`src/rtl/bram_port_arbiter.sv`:
```
`default_nettype none
// +----------------------------------------------------------------------------+
// | bram_port_arbiter : single-port BRAM share, read priority + write FIFO     |
// | Optional ARB_OVF_COUNT_EN adds OVF_COUNT (dropped writes).     Rev 1.0     |
// +----------------------------------------------------------------------------+
module bram_port_arbiter #(
  parameter int AW         = 14,
  parameter int DW         = 8,
  parameter int FIFO_DEPTH = 8,
  parameter int HI_WM      = 6,
  parameter int LO_WM      = 2
) (
  input  logic          O_CLK,
  input  logic          O_RST_N,
  input  logic          WR_REQ,
  input  logic [AW-1:0] WR_ADDR,
  input  logic [DW-1:0] WR_DATA,
  output logic          WR_FULL,
  input  logic          RD_REQ,
  input  logic [AW-1:0] RD_ADDR,
  output logic          RD_ACK,
  output logic [DW-1:0] RD_DATA,
  output logic          RD_VALID,
  output logic [AW-1:0] BRAM_ADDR,
  output logic [DW-1:0] BRAM_DIN,
  output logic          BRAM_WE,
  input  logic [DW-1:0] BRAM_DOUT,
  output logic          OVERFLOW,
`ifdef ARB_OVF_COUNT_EN
  output logic [15:0]   OVF_COUNT,
`endif
  input  logic          OVF_CLR
);

  localparam int PW = $clog2(FIFO_DEPTH);
  localparam int LW = PW + 1;
  localparam logic [LW-1:0] DEPTH_L = LW'(FIFO_DEPTH);
  localparam logic [LW-1:0] HI_L    = LW'(HI_WM);
  localparam logic [LW-1:0] LO_L    = LW'(LO_WM);

  typedef enum logic [0:0] {NORMAL = 1'b0, FLUSH = 1'b1} state_t;

  state_t        state_q, state_d;
  logic [LW-1:0] level_q, level_d;
  logic [PW-1:0] wr_ptr_q, wr_ptr_d, rd_ptr_q, rd_ptr_d;
  logic [AW-1:0] bram_addr_q, bram_addr_d;
  logic [DW-1:0] bram_din_q, bram_din_d;
  logic          bram_we_q, bram_we_d;
  logic          rd_ack_q, rd_ack_d;
  logic          dout_vld_q, dout_vld_d;
  logic [DW-1:0] rd_data_q, rd_data_d;
  logic          rd_valid_q, rd_valid_d;
  logic          wr_full_q, wr_full_d;
  logic          overflow_q, overflow_d;

  logic [AW-1:0] fifo_addr_q [FIFO_DEPTH];
  logic [DW-1:0] fifo_data_q [FIFO_DEPTH];

  logic grant_rd, pop, push, drop;

  always_comb begin
    grant_rd    = 1'b0;
    pop         = 1'b0;
    state_d     = state_q;
    bram_addr_d = bram_addr_q;
    bram_din_d  = bram_din_q;

    // Grant uses only registered state, so a fresh WR_REQ can never bypass the FIFO.
    if (state_q == NORMAL) begin
      if (RD_REQ)                grant_rd = 1'b1;
      else if (level_q != '0)    pop      = 1'b1;
    end else begin
      if (level_q != '0)         pop      = 1'b1;
      else if (RD_REQ)           grant_rd = 1'b1;
    end

    push = WR_REQ && ((level_q < DEPTH_L) || pop);
    drop = WR_REQ && !push;

    level_d = level_q;
    if (push && !pop)      level_d = level_q + LW'(1);
    else if (pop && !push) level_d = level_q - LW'(1);

    wr_ptr_d = push ? wr_ptr_q + PW'(1) : wr_ptr_q;
    rd_ptr_d = pop  ? rd_ptr_q + PW'(1) : rd_ptr_q;

    if (state_q == NORMAL) begin
      if (level_d >= HI_L) state_d = FLUSH;
    end else begin
      if (level_d <= LO_L) state_d = NORMAL;
    end

    if (grant_rd) begin
      bram_addr_d = RD_ADDR;
    end else if (pop) begin
      bram_addr_d = fifo_addr_q[rd_ptr_q];
      bram_din_d  = fifo_data_q[rd_ptr_q];
    end
    bram_we_d  = pop;
    rd_ack_d   = grant_rd;

    // BRAM_DOUT is valid the cycle after the read address was presented.
    dout_vld_d = rd_ack_q;
    rd_valid_d = dout_vld_q;
    rd_data_d  = dout_vld_q ? BRAM_DOUT : rd_data_q;

    wr_full_d  = (level_d == DEPTH_L);
    overflow_d = drop ? 1'b1 : (OVF_CLR ? 1'b0 : overflow_q);
  end

  always_ff @(posedge O_CLK) begin
    if (!O_RST_N) begin
      state_q     <= NORMAL;
      level_q     <= '0;
      wr_ptr_q    <= '0;
      rd_ptr_q    <= '0;
      bram_addr_q <= '0;
      bram_din_q  <= '0;
      bram_we_q   <= 1'b0;
      rd_ack_q    <= 1'b0;
      dout_vld_q  <= 1'b0;
      rd_data_q   <= '0;
      rd_valid_q  <= 1'b0;
      wr_full_q   <= 1'b0;
      overflow_q  <= 1'b0;
    end else begin
      state_q     <= state_d;
      level_q     <= level_d;
      wr_ptr_q    <= wr_ptr_d;
      rd_ptr_q    <= rd_ptr_d;
      bram_addr_q <= bram_addr_d;
      bram_din_q  <= bram_din_d;
      bram_we_q   <= bram_we_d;
      rd_ack_q    <= rd_ack_d;
      dout_vld_q  <= dout_vld_d;
      rd_data_q   <= rd_data_d;
      rd_valid_q  <= rd_valid_d;
      wr_full_q   <= wr_full_d;
      overflow_q  <= overflow_d;
    end
  end

  // Storage needs no reset: pointers and level define which entries are live.
  always_ff @(posedge O_CLK) begin
    if (push) begin
      fifo_addr_q[wr_ptr_q] <= WR_ADDR;
      fifo_data_q[wr_ptr_q] <= WR_DATA;
    end
  end

`ifdef ARB_OVF_COUNT_EN
  logic [15:0] ovf_count_q, ovf_count_d;

  always_comb begin
    ovf_count_d = ovf_count_q;
    if (drop) begin
      if (OVF_CLR)                    ovf_count_d = 16'd1;
      else if (ovf_count_q != 16'hFFFF) ovf_count_d = ovf_count_q + 16'd1;
    end else if (OVF_CLR) begin
      ovf_count_d = '0;
    end
  end

  always_ff @(posedge O_CLK) begin
    if (!O_RST_N) ovf_count_q <= '0;
    else          ovf_count_q <= ovf_count_d;
  end

  assign OVF_COUNT = ovf_count_q;
`endif

  assign WR_FULL   = wr_full_q;
  assign RD_ACK    = rd_ack_q;
  assign RD_DATA   = rd_data_q;
  assign RD_VALID  = rd_valid_q;
  assign BRAM_ADDR = bram_addr_q;
  assign BRAM_DIN  = bram_din_q;
  assign BRAM_WE   = bram_we_q;
  assign OVERFLOW  = overflow_q;

endmodule
`default_nettype wire

```
`config.mk`:
```
export PLATFORM = sky130hd
export DESIGN_NAME = bram_port_arbiter
export DESIGN_NICKNAME = d
export VERILOG_FILES = /design/src/rtl/bram_port_arbiter.sv
export SDC_FILE = /design/constraint.sdc
export NUM_CORES = 1
export LEC_CHECK = 0
export CORE_UTILIZATION = 45
export DETAILED_ROUTE_END_ITERATION = 7
export GPL_TIMING_DRIVEN = 1
export PLACE_DENSITY_LB_ADDON = 0.3
export SETUP_SLACK_MARGIN = 0.05
export SLEW_MARGIN = 20
export SYNTH_ARGS = -nofsm -noshare
export SYNTH_HDL_FRONTEND = slang
export SYNTH_SLANG_ARGS = --single-unit
```
`constraint.sdc`:
```
create_clock -name O_CLK -period 4.2 [get_ports O_CLK]
set_clock_uncertainty 0.1 [all_clocks]
set_input_delay 1.26 -clock O_CLK [delete_from_list [all_inputs] [get_ports O_CLK]]
set_output_delay 1.26 -clock O_CLK [all_outputs]
set_load 0.01 [all_outputs]
```
# Word level (Yosys, flattened, before mapping)
# Memories as Yosys holds them, arrays and structs flattened. A register that Yosys moved wholly into a read port is not among the register bits.
# Index checks and enable logic that the tools add are counted.
# totals
elab_cells,54
out_inout_bits,35
input_bits,49
mem_bits_rw,176
n_memories,2
ff_bits,39
# classes
n_addsub,4
n_mux,19
eq_ne,1
n_lt_le_gt_ge,3
n_reduce_logical,12
n_bitwise,1
# mem_list
memory,words,word_bits,read_ports,rd_clocked_by_memory_dff,write_ports,line,text
fifo_addr_q,8,14,1,1,1,56,logic [AW-1:0] fifo_addr_q [FIFO_DEPTH];
fifo_data_q,8,8,1,1,1,57,logic [DW-1:0] fifo_data_q [FIFO_DEPTH];
# op_table
op,n
14-bit two-way mux,2
1-bit two-way mux,13
4-bit two-way mux,2
"3-bit by 1-bit adder with 3-bit output, second input constant",2
3-bit two-way mux,2
"4-bit by 1-bit adder with 4-bit output, second input constant",1
"4-bit == test, second input constant",1
"4-bit by 3-bit greater-or-equal comparator with 1-bit output, second input constant",1
"4-bit by 2-bit <= comparator with 1-bit output, second input constant",1
1-bit logical AND,4
"4-bit less-than comparator, second input constant",1
2-bit nonzero test,2
4-bit nonzero test,1
"4-bit by 1-bit subtractor with 4-bit output, second input constant",1
1-bit logical NOT,3
2-bit AND reduction,1
1-bit logical OR,1
1-bit inverter,1

# Longest topological paths before layout
# logic_depth
ltp_word,13
ltp_mapped,10
mapped_depth_nobuf,7

# Least setup slack after synthesis
# No wires, ideal clock.
# synth_timing
kind,input-to-reg
from,input port RD_REQ
to,memory fifo_addr_q[0][0] (enable)
arrival_ns,3.441
path_stages,5
path_slack_ns,0.231
setup_time_ns,0.429
n_path_buf,1
required_time_ns,3.671
path_cell_list,nor2b_1 buf_6 a21boi_2 nand2b_1 nor3_1
# synth_via
elab_chain_len,6
# synth_rtl
item,line,text
"start, declared",19,"input logic RD_REQ,"
1-bit two-way mux,70,if (RD_REQ) grant_rd = 1'b1;
1-bit two-way mux,69,if (state_q == NORMAL) begin
1-bit logical OR,77,push = WR_REQ && ((level_q < DEPTH_L) || pop);
1-bit logical AND,77,
1-bit two-way mux,145,if (push) begin
1-bit two-way mux (not written as such),146,fifo_addr_q[wr_ptr_q] <= WR_ADDR;
"end, declared",56,
# Every way passes these cells.

# Final worst setup path
# layout_timing
from,input port RD_REQ
to,memory fifo_data_q[3][3] (enable)
# layout_via
elab_chain_len,6
# layout_rtl
item,line,text
1-bit two-way mux,70,
1-bit two-way mux,69,
1-bit logical OR,77,
1-bit logical AND,77,
1-bit two-way mux,145,
1-bit two-way mux (not written as such),147,fifo_data_q[wr_ptr_q] <= WR_DATA;
"end, declared",57,
# Every way passes these cells.

==> tab_implementation.tex <==
\begin{tabular}{lr}
\hline
Metric & Value \\
\hline
\multicolumn{2}{l}{\textbf{Placed design}} \\
Final weighted congestion in routability-driven placement & 0.765 \\
Input/output buffers & 83 \\
Half-perimeter wire length of the detailed placement result & 11300 um \\
Worst Setup Slack post-DPL & $\sim$0.43 ns \\
\multicolumn{2}{l}{\textbf{Clock network}} \\
Cell chosen for the clock root & sky130\_fd\_sc\_hd\_\_clkbuf\_16 \\
Count of instances resized after the clock tree is built & 0 \\
Buffer levels on the longest clock path & 3 \\
Post-CTS clock slew at the launch and capture registers of the worst setup and hold paths & around 0.060 ns \\
Cts-stage hold buffer count & 0 \\
Number of sinks handled by clock tree synthesis & roughly 230 \\
CTS tree & built \\
Clock insertion delay at the later pin of the skew report & 0.50 ns \\
Number of buffers created by CTS & 22 \\
Maximum level of the CTS H-tree & 1 \\
Number of setup buffers added after CTS & 0 \\
\multicolumn{2}{l}{\textbf{Timing}} \\
Fin crit share & 77.8\% \\
Worst Tran Pin Value & 0.984 ns \\
Hold violation count in the final report & 0 \\
Final worst path period need & around 3.3 ns \\
Highest attainable clock frequency & between 300 and 400 MHz \\
Endpoints failing setup & 0 \\
Setup repair after global routing missed its margin & false \\
Number of pins exceeding their max-slew limit in the final report & 0 \\
Final worst setup slack & around 0.93 ns \\
Sum Neg Setup Slack & 0 ns \\
Headroom to the max-slew limit & between 30\% and 40\% \\
\multicolumn{2}{l}{\textbf{Floorplanning}} \\
Number of placed I/O pins & 84 \\
Full die area & around 20000 um2 \\
Num rows & 50 \\
Initial cell density of the core & 46.5\% \\
Std-Cell Core Area & between 15000 and 20000 um2 \\
Width of the die & about 140 um \\
Die extent in y & roughly 140 um \\
\multicolumn{2}{l}{\textbf{Critical path}} \\
Startpoint-to-endpoint class of the critical path & in2reg \\
Startpoint Class & input pin \\
Family with the most delay on the worst path & simple AND/OR/NAND/NOR gates \\
Cell at the slowest stage of the critical path & sky130\_fd\_sc\_hd\_\_nor2\_2 \\
Crit. End Element & register \\
Sequence of cells on the critical path & clkdlybuf4s50\_1, nor2b\_1, a21boi\_2, nand2\_1, nor2\_2, buf\_4 \\
Data required time of the critical path & 4.30 ns \\
Worst path max stage delay & 0.81 ns \\
Largest fanout on the critical path & 15 \\
Arrival time of data at the critical path endpoint & around 3.4 ns \\
Critical path buffers and inverters & 2 \\
\multicolumn{2}{l}{\textbf{GRT}} \\
Maximum number of pins on one net before global-route repair & 33 \\
Vias in the first global route & slightly below 5000 \\
Wire length of the first global-routing pass & roughly 27000 um \\
GRT Resource Usage Total & $\sim$18\% \\
Antenna violations before repair & 0 \\
Grt ovf & 0 \\
\multicolumn{2}{l}{\textbf{Route}} \\
Drt total wl & roughly 17000 um \\
Detailed-routing iteration count for the pre-antenna-repair pass & 4 \\
Detailed-route via count & $\sim$4700 \\
Remaining DRCs & 0 \\
Initial drt markers & around 260 \\
Vias per inst & 5.41 \\
Antenna-violating nets left & 0 \\
Average detailed-routed wire length per instance & roughly 20 um \\
\multicolumn{2}{l}{\textbf{Job}} \\
Number of max-cap violations & 0 \\
\multicolumn{2}{l}{\textbf{Yosys}} \\
Dominant cell type by area after synthesis & sky130\_fd\_sc\_hd\_\_edfxtp\_1 \\
Leading register cell type out of synthesis & sky130\_fd\_sc\_hd\_\_edfxtp\_1 \\
Synthesis-stage register bit count & about 230 \\
Most frequent cells after synthesis & 176 x sky130\_fd\_sc\_hd\_\_edfxtp\_1, 50 x sky130\_fd\_sc\_hd\_\_dfxtp\_1, 44 x sky130\_fd\_sc\_hd\_\_mux4\_2, 41 x sky130\_fd\_sc\_hd\_\_nor2\_1, 26 x sky130\_fd\_sc\_hd\_\_mux2i\_1 \\
Netlist cell types & 52 \\
Nets in the synthesized netlist & 550 \\
Sequential area share after synthesis & 71.0\% \\
Number of flops mapped to enable cells by yosys & about 180 \\
Post-Syn Area & 8850 um2 \\
Dominant cell by count in the synthesized netlist & sky130\_fd\_sc\_hd\_\_edfxtp\_1 \\
Avg Inst Size Synth & between 15 and 20 um2 \\
Synthesized instance count & between 400 and 500 \\
Proportion of netlist area held by the largest area contributor & between 50 and 60\% \\
Asr flop ratio synth & 0\% \\
Count of synthesis-stage warnings from yosys & 0 \\
Largest cells by area after synthesis & sky130\_fd\_sc\_hd\_\_edfxtp\_1 60\%, sky130\_fd\_sc\_hd\_\_dfxtp\_1 11\%, sky130\_fd\_sc\_hd\_\_mux4\_2 11\% \\
\multicolumn{2}{l}{\textbf{Final layout}} \\
Fill cells & about 1500 \\
Area growth from synthesis to layout & 20.5\% \\
ANT cells & 0 \\
Final core utilization & 56.1\% \\
Nets & 645 \\
Fraction of final layout cells sized beyond drive strength 1 & 19.4\% \\
\multicolumn{2}{l}{\textbf{Outcome}} \\
Outcome & finished clean \\
\multicolumn{2}{l}{\textbf{Power and ir drop}} \\
Cell internal pwr & between 4000 and 5000 uW \\
Part of the power in the clock network & a little under a third \\
Leakage power & 0.00345 uW \\
Switch share & around 27\% \\
Power per standard cell area & 573 nW/um2 \\
Sequential cell fraction of total power & between 40 and 50\% \\
Switching power & roughly 1700 uW \\
Maximum vdd ir drop & about 0.00023 V \\
Part of the total power dissipated in combinational logic & a little under a quarter \\
\multicolumn{2}{l}{\textbf{Worst hold path}} \\
Worst hold path type & reg2reg \\
\hline
\end{tabular}
==> per-layer routing <==
| metal | share of wire, % | vias up | track usage [%] |
|---|---|---|---|
| met3 | 5.7 | 27 | 2.89 |
| met5 | 0 | - | 0 |
| met2 | 50 | 125 | 30.9 |
| met1 | 42 | 2374 | 23.4 |
| li1 | - | 2162 | - |
| met4 | 1.8 | 0 | 5.04 |
==> cell usage in the layout (no fill, tap or decap), drive strengths merged, types with 2 or more instances in the layout <==
cell type      count
edfxtp           176
clkdlybuf4s50     83
dfxtp             50
mux4              44
nor2              42
mux2i             26
clkbuf            25
buf               19
a211oi            16
nor2b             15
nand2             14
nand2b             9
clkinv             9
o22ai              8
o211a              7
o32ai              7
and2               6
nor3               6
ha                 4
inv                4
clkinvlp           4
xor2               3
a21oi              3
nand3b             2
xnor2              2
nand4              2
o31ai              2
nor4b              2
==> path summary, 6_finish.rpt <==
kind                            depth (start not counted)                  startpoint                     endpoint  slack, ns
worst max-delay path                                    6                      RD_REQ  fifo_data_q[3][3]$_DFFE_PP_       0.93
worst min-delay path                                    2  BRAM_ADDR[13]$_SDFFE_PN0P_   BRAM_ADDR[13]$_SDFFE_PN0P_       0.37
worst max register to register                          7       level_q[0]$_SDFF_PN0_           state_q$_SDFF_PN0_       1.41
worst min register to register                          2  BRAM_ADDR[13]$_SDFFE_PN0P_   BRAM_ADDR[13]$_SDFFE_PN0P_       0.37
==> tightest hold or removal path: cells and delay by family (launching register included) <==
kind | cells | cell delay, ns
AO/OA/AOI/OAI | 1 | 0.07
flip-flops | 1 | 0.31
AND/OR/NAND/NOR | 1 | 0.05
==> kinds of logic (layout without fill, tap and decap cells) <==
group / Yosys count / after routing / share of synthesized area (%)
AOI/OAI and AO/OA: 56 / 56 / 5.32
xor gates and xnor gates: 5 / 5 / 0.495
adders and majority gates: 4 / 4 / 0.565
buffers and inverters: 35 / 145 / 2.37
DFF: 226 / 226 / 71.0
muxes: 70 / 70 / 14.1
and+or+nand+nor: 101 / 101 / 6.09
==> cell type report <==
| type | count | area, um2 | share of cell area, % |
|---|---|---|---|
| well taps | 260 | 325 | 3.05 |
| repair buffers | 102 | 973 | 9.13 |
| clock buffers | 25 | 583 | 5.47 |
| inverters | 4 | 15.0 | 0.141 |
| multi-input cells | 236 | 2380 | 22.3 |
| clock inverters | 14 | 100 | 0.939 |
| flip-flops and latches | 226 | 6290 | 59.0 |
==> sequential cells by signal, indices dropped and copies added (netlist names), named ones only <==
register	flops
state_q	1
WR_FULL	1
BRAM_DIN	8
RD_ACK	1
BRAM_ADDR	14
rd_ptr_q	3
BRAM_WE	1
dout_vld_q	1
fifo_addr_q	112
RD_VALID	1
OVERFLOW	1
wr_ptr_q	3
fifo_data_q	64
RD_DATA	8
level_q	4
==> metrics by stage <==
stage | cell area (um2) | instances | hold slack [ns] | power [uW]
6_report | 10700 | 867 | 0.375 | 6110
5_1_grt | 10700 | 867 | 0.398 | 6400
4_1_cts | 10700 | 867 | 0.379 | 6180
3_5_place_dp | 9980 | 828 | 0.368 | 4330
3_3_place_gp | 9980 | 828 | 0.357 | 4280
2_1_floorplan | 8850 | 497 | 0.393 | 3850
==> power groups by stage <==
| stage | registers [uW] | logic, uW | clock network (uW) |
|---|---|---|---|
| 4_1_cts | 2840 | 1450 | 1890 |
| 5_1_grt | 2880 | 1550 | 1980 |
| 3_5_place_dp | 2890 | 1440 | 0 |
| 2_1_floorplan | 2790 | 1060 | 0 |
| 3_3_place_gp | 2870 | 1410 | 0 |
| 6_report | 2830 | 1430 | 1850 |
Power figures use the tool's default switching activity.
==> patch 1, RTL diff (same settings) <==
Set the parameter `HI_WM` to 3 (it was 6).
--- a/src/rtl/bram_port_arbiter.sv
+++ b/src/rtl/bram_port_arbiter.sv
@@ -9,3 +9,3 @@
   parameter int FIFO_DEPTH = 8,
-  parameter int HI_WM      = 6,
+  parameter int HI_WM      = 3,
   parameter int LO_WM      = 2
Check against the original RTL: not equivalent (Yosys sat finds a counterexample within 10 cycles, from zero or initial values and one cycle with O_RST_N low).
==> patch 1 against the original RTL <==
Register-to-register slack improved by 0.54 ns; sequential cell count did not move; cell area down 1.8%; routed wire length is 3.8% lower; first-iteration DRC count grew 41%; setup slack got worse by 0.086 ns; core utilization shrank 0.28 points; synthesized area is 2.5% lower; power down 3.4%; via count down 2.9%; sequential power is 2% lower; combinational power shrank 16%.
==> patch 1: results (changes against the original RTL) <==
outcome: "complete, no violations"  # unchanged
grt_max_degree: 31  # was 33
post-dp-hpwl_mm: 11.0  # was 11.3 mm
routedWlPerCell_um: 20.2  # was 20.0 µm
grtUsageTotal: 0.174  # was 0.179
grt_pass1_vias: 4570  # was 4899
ys_seq_area_frac: 0.728  # was 0.710
synth.top_cells.by_area: "edfxtp_1 61%, dfxtp_1 12%, mux4_2 11%, mux2i_1 3.7%, nor2_1 1.5%"  # was edfxtp_1 60%, dfxtp_1 11%, mux4_2 11%, mux2i_1 2.9%, nor2_1 1.7%
postSynthAreaPerCell_um2: 18.0  # was 17.8 µm²
synth_xor_area_frac: 0.00406  # was 0.00495
relSlewSlack: 0.412  # was 0.343
irDropWorstVdd_v: 0.000339  # was 0.000232 V
drtIter0Drc: 364  # was 259
total_leakage_power_uw: 0.00348  # was 0.00345 µW
syn-num-nets: 532  # was 550
crit_fanout: 22  # was 15
place_congestion: 0.875  # was 0.765
dp.cells: 785  # was 828
routed_wl_mm: 16.7  # was 17.4 mm
ys_top_cells_by_count: "176 x edfxtp_1, 50 x dfxtp_1, 44 x mux4_2, 34 x nor2_1, 32 x mux2i_1"  # was 176 x edfxtp_1, 50 x dfxtp_1, 44 x mux4_2, 41 x nor2_1, 26 x mux2i_1
via_per_inst: 5.51  # was 5.41
synth_mux_area_frac: 0.152  # was 0.141
final_nets: 629  # was 645
layout-drive-gt1-share: 0.181  # was 0.194
synth_compound_area_frac: 0.0507  # was 0.0532
arrival_ns: 3.41  # was 3.37 ns
## patch 1: cell types whose count changed in the layout (fill, tap and decap cells not counted), sizes merged, moves of 6 or more
cell / unedited run / this run
o21ai: 1 / 15
mux2i: 26 / 32
o22ai: 8 / 0
a211oi: 16 / 8
nor2: 42 / 35
clkbuf: 25 / 35
a21oi: 3 / 20
o211a: 7 / 0
nand2: 14 / 6
nor2b: 15 / 2
a21o: 0 / 14
o32ai: 7 / 0
## patch 1: critical path, stage by stage
cell	delay, ns
clkdlybuf4s50_1	0.70
inv_1	0.15
a21oi_1	0.47
nand2b_1	0.31
nor2_2	0.18
buf_4	0.33
## patch 1: power groups by stage
| stage | combinational (µW) | sequential [µW] | clock, µW |
|---|---|---|---|
| 2_1_floorplan | 831 | 2740 | 0 |
| 3_3_place_gp | 1170 | 2820 | 0 |
| 3_5_place_dp | 1210 | 2830 | 0 |
| 4_1_cts | 1210 | 2780 | 1950 |
| 5_1_grt | 1290 | 2810 | 2060 |
| 6_report | 1200 | 2780 | 1920 |
## patch 1: cells by family (layout without fill, tap and decap cells)
kind of cell / Yosys count / in the layout
AOI/OAI and AO/OA: 69 / 69
xor gates and xnor gates: 4 / 4
adders and majority gates: 4 / 4
buffers and inverters: 32 / 145
DFF: 226 / 226
muxes: 76 / 76
and+or+nand+nor: 68 / 68
## patch 1: area by class of cell
type / instances / area (µm²)
Clock buffer: 35 / 661
Clock inverter: 6 / 57.6
Fill cell: 1411 / 8300
Inverter: 6 / 22.5
Multi-Input combinational cell: 221 / 2200
Sequential cell: 226 / 6290
Tap cell: 234 / 293
Timing Repair Buffer: 98 / 943
## patch 1: layer usage
layer / share of wire / GRT usage / vias to the layer above
li1: - / - / 2086
met1: 0.46 / 0.255 / 2291
met3: 0.065 / 0.0270 / 23
met2: 0.47 / 0.276 / 153
met5: 0 / 0 / -
met4: 0.012 / 0.0400 / 0
## patch 1: stage by stage
step	power [µW]	hold slack, ns	utilization	instance area, µm²	setup slack (ns)
detailed placement	4040	0.338	0.520	9750	0.372
finish	5900	0.350	0.558	10500	0.846
global placement	3990	0.332	0.519	9750	0.533
CTS	5950	0.352	0.558	10500	0.881
global route	6160	0.366	0.558	10500	0.721
floorplan	3570	0.376	-	8630	0.108
## patch 1: path summary, 6_finish.rpt
kind | from | to | slack (ns) | cells after the start
setup / recovery | WR_REQ | fifo_addr_q[4][7]$_DFFE_PP_ | 0.85 | 6
hold / removal | BRAM_ADDR[12]$_SDFFE_PN0P_ | BRAM_ADDR[12]$_SDFFE_PN0P_ | 0.35 | 1
setup reg to reg | level_q[0]$_SDFF_PN0_ | BRAM_ADDR[11]$_SDFFE_PN0P_ | 1.95 | 7
hold reg to reg | BRAM_ADDR[12]$_SDFFE_PN0P_ | BRAM_ADDR[12]$_SDFFE_PN0P_ | 0.35 | 1
==> patch 2, RTL diff (same flow settings) <==
Without the edit above. Take the reset off `bram_din_q` and load it in a clocked block of its own.
--- a/src/rtl/bram_port_arbiter.sv
+++ b/src/rtl/bram_port_arbiter.sv
@@ -117,3 +117,2 @@
       bram_addr_q <= '0;
-      bram_din_q  <= '0;
       bram_we_q   <= 1'b0;
@@ -131,3 +130,2 @@
       bram_addr_q <= bram_addr_d;
-      bram_din_q  <= bram_din_d;
       bram_we_q   <= bram_we_d;
@@ -140,2 +138,6 @@
     end
+  end
+
+  always_ff @(posedge O_CLK) begin
+    bram_din_q <= bram_din_d;
   end
Formal check against the unedited RTL: differs if O_RST_N is asserted again (counterexample within 4 cycles, from zero or initial values and one cycle with O_RST_N low); with O_RST_N held inactive, the same outputs for 10 cycles.
==> patch 2 against the original RTL <==
Power grew 2.8%; routed wire length is 2.7% lower; largest cell class unchanged; sequential power grew 3%; largest power group unchanged; clock power grew 12%; cell area is 0.20% higher; global-route usage fell by 0.42 points; final cell count decreased by 1.6%; register-to-register slack better by 0.22 ns; setup slack better by 0.090 ns; synthesized area down 1.2%; die area fell by 1.2%; sequential cell count unchanged.
==> patch 2: results (changes against the original RTL) <==
hold_class: "flip-flop to flip-flop"  # unchanged
antenna_found_initial: 0  # unchanged
yosysUniqueCellTypes: 47  # was 52
crit_fanout: 19  # was 15
final_nets: 628  # was 645
drtIter0Drc: 262  # was 259
diodes: 0  # unchanged
total_leakage_power_uw: 0.00349  # was 0.00345 µW
outcome: "complete, no violations"  # unchanged
cts_root_buf: "clkbuf_16"  # unchanged
place_congestion: 0.841  # was 0.765
r2r-end: "state_q$_SDFF_PN0_"  # unchanged
hold_violations: 0  # unchanged
via_per_inst: 5.46  # was 5.41
critPathTopFamily: "buffers and inverters"  # was simple AND/OR/NAND/NOR gates
cts_max_level: 1  # unchanged
worstSkewPairLatency_ns: 0.51
ys_seq_area_frac: 0.728  # was 0.710
cts_resized: 0  # unchanged
rr_worst_depth: 8  # was 7
fillers: 1472  # was 1528
synth-edff-count: 184  # was 176
ys_top_cells_by_count: "184 x edfxtp_1, 44 x mux4_2, 42 x dfxtp_1, 29 x nor2_1, 19 x mux2i_1"  # was 176 x edfxtp_1, 50 x dfxtp_1, 44 x mux4_2, 41 x nor2_1, 26 x mux2i_1
drt_pre_antenna_iters: 4  # unchanged
worstMarginPinSlew_ns: 0.871  # was 0.984 ns
layout-drive-gt1-share: 0.202  # was 0.194
regMostFlops: "fifo_addr_q"  # unchanged
io_buffers: 83  # unchanged
seq_area_um2: 6370  # was 6290 µm²
syn-num-nets: 531  # was 550
placed_area_um2: 9880  # was 9980 µm²
grt_pass1_vias: 4847  # was 4899
numCtsBuffers: 24  # was 22
grt_max_degree: 29  # was 33
startpoint: "RD_REQ"  # unchanged
post-dp-hpwl_mm: 10.1  # was 11.3 mm
arrival_ns: 3.25  # was 3.37 ns
r2r_setup_slack_ns: 1.63  # was 1.41 ns
synth_warnings: 0  # unchanged
crit_end: "fifo_data_q[2][4]$_DFFE_PP_"  # was fifo_data_q[3][3]$_DFFE_PP_
clk_path_buf_depth: 3  # unchanged
routed_wl_mm: 16.9  # was 17.4 mm
grt_pass1_wl_mm: 26.6  # was 27.3 mm
synth.top_cells.by_area: "edfxtp_1 63%, mux4_2 11%, dfxtp_1 9.6%, mux2i_1 2.2%, nor2_1 1.2%"  # was edfxtp_1 60%, dfxtp_1 11%, mux4_2 11%, mux2i_1 2.9%, nor2_1 1.7%
async_flop_share: 0  # unchanged
r2r_start: "level_q[0]$_SDFF_PN0_"  # unchanged
irDropWorstVdd_v: 0.000407  # was 0.000232 V
path_clk_slew_ns: 0.06  # about the same
cts_setup_buffers: 0  # unchanged
cpPeakStageDelay_ns: 0.59  # was 0.81 ns
largest_reg_flops: 112  # unchanged
cpMaxStageDelayCell: "clkdlybuf4s50_1"  # was nor2_2
grtUsageTotal: 0.175  # was 0.179
[patch 2: worst reg2reg max path, delay by kind of cell (launching register included)]
kind                     cells  cell delay, ns
AND/OR/NAND/NOR              2            0.64
flip-flops                   1            0.52
buffers and inverters        2            0.47
AO/OA/AOI/OAI                3            0.41
adder cells (fa/ha/maj)      1            0.30
[patch 2: final cells by class]
class,instances,area share
well taps,260,0.0304
repair buffers,98,0.0883
clock buffers,33,0.0652
multi-input cells,219,0.208
flip-flops and latches,226,0.596
inverters,6,0.00211
clock inverters,11,0.00960
[patch 2: how the worst min path moves through the flow]
stage	slack, ns	cells after the start	end	startpoint
global placement	0.36	1	dout_vld_q$_SDFF_PN0_	RD_ACK$_SDFF_PN0_
CTS	0.37	1	dout_vld_q$_SDFF_PN0_	RD_ACK$_SDFF_PN0_
floorplan	0.39	2	BRAM_ADDR[0]$_SDFFE_PN0P_	BRAM_ADDR[0]$_SDFFE_PN0P_
global route	0.41	1	dout_vld_q$_SDFF_PN0_	RD_ACK$_SDFF_PN0_
detailed placement	0.36	1	dout_vld_q$_SDFF_PN0_	RD_ACK$_SDFF_PN0_
finish	0.37	1	dout_vld_q$_SDFF_PN0_	RD_ACK$_SDFF_PN0_
[patch 2: kinds of logic (layout without fill, tap and decap cells)]
family / after synthesis / after routing / share of synthesized area
AND/OR/NAND/NOR: 91 / 91 / 0.0521
multiplexers: 71 / 71 / 0.145
buffers and inverters: 33 / 148 / 0.0203
AO/OA/AOI/OAI: 48 / 48 / 0.0432
XOR/XNOR: 5 / 5 / 0.00501
adder cells (fa/ha/maj): 4 / 4 / 0.00573
flip-flops: 226 / 226 / 0.728
[patch 2: power by group]
part           total [µW]  internal (µW)  switching (µW)  leakage [µW]
logic                1290            723             569       0.00108
registers            2910           2650             254       0.00202
clock network        2080           1230             845      0.000394
total                6280           4610            1670       0.00349
[patch 2: metal layers]
metal / vias up / part of all wire / global-route usage
met5: - / 0 / 0
met4: 0 / 0.020 / 0.0424
met1: 2361 / 0.43 / 0.238
li1: 2105 / - / -
met3: 27 / 0.060 / 0.0307
met2: 168 / 0.49 / 0.294
[patch 2: metrics by stage]
stage	cells	hold slack (ns)	worst slack, ns	total power (µW)
global route	853	0.411	0.831	6560
detailed placement	809	0.357	0.473	4250
CTS	853	0.370	1.00	6350
finish	853	0.367	1.02	6280
floorplan	478	0.393	0.228	3780
global placement	809	0.356	0.600	4220
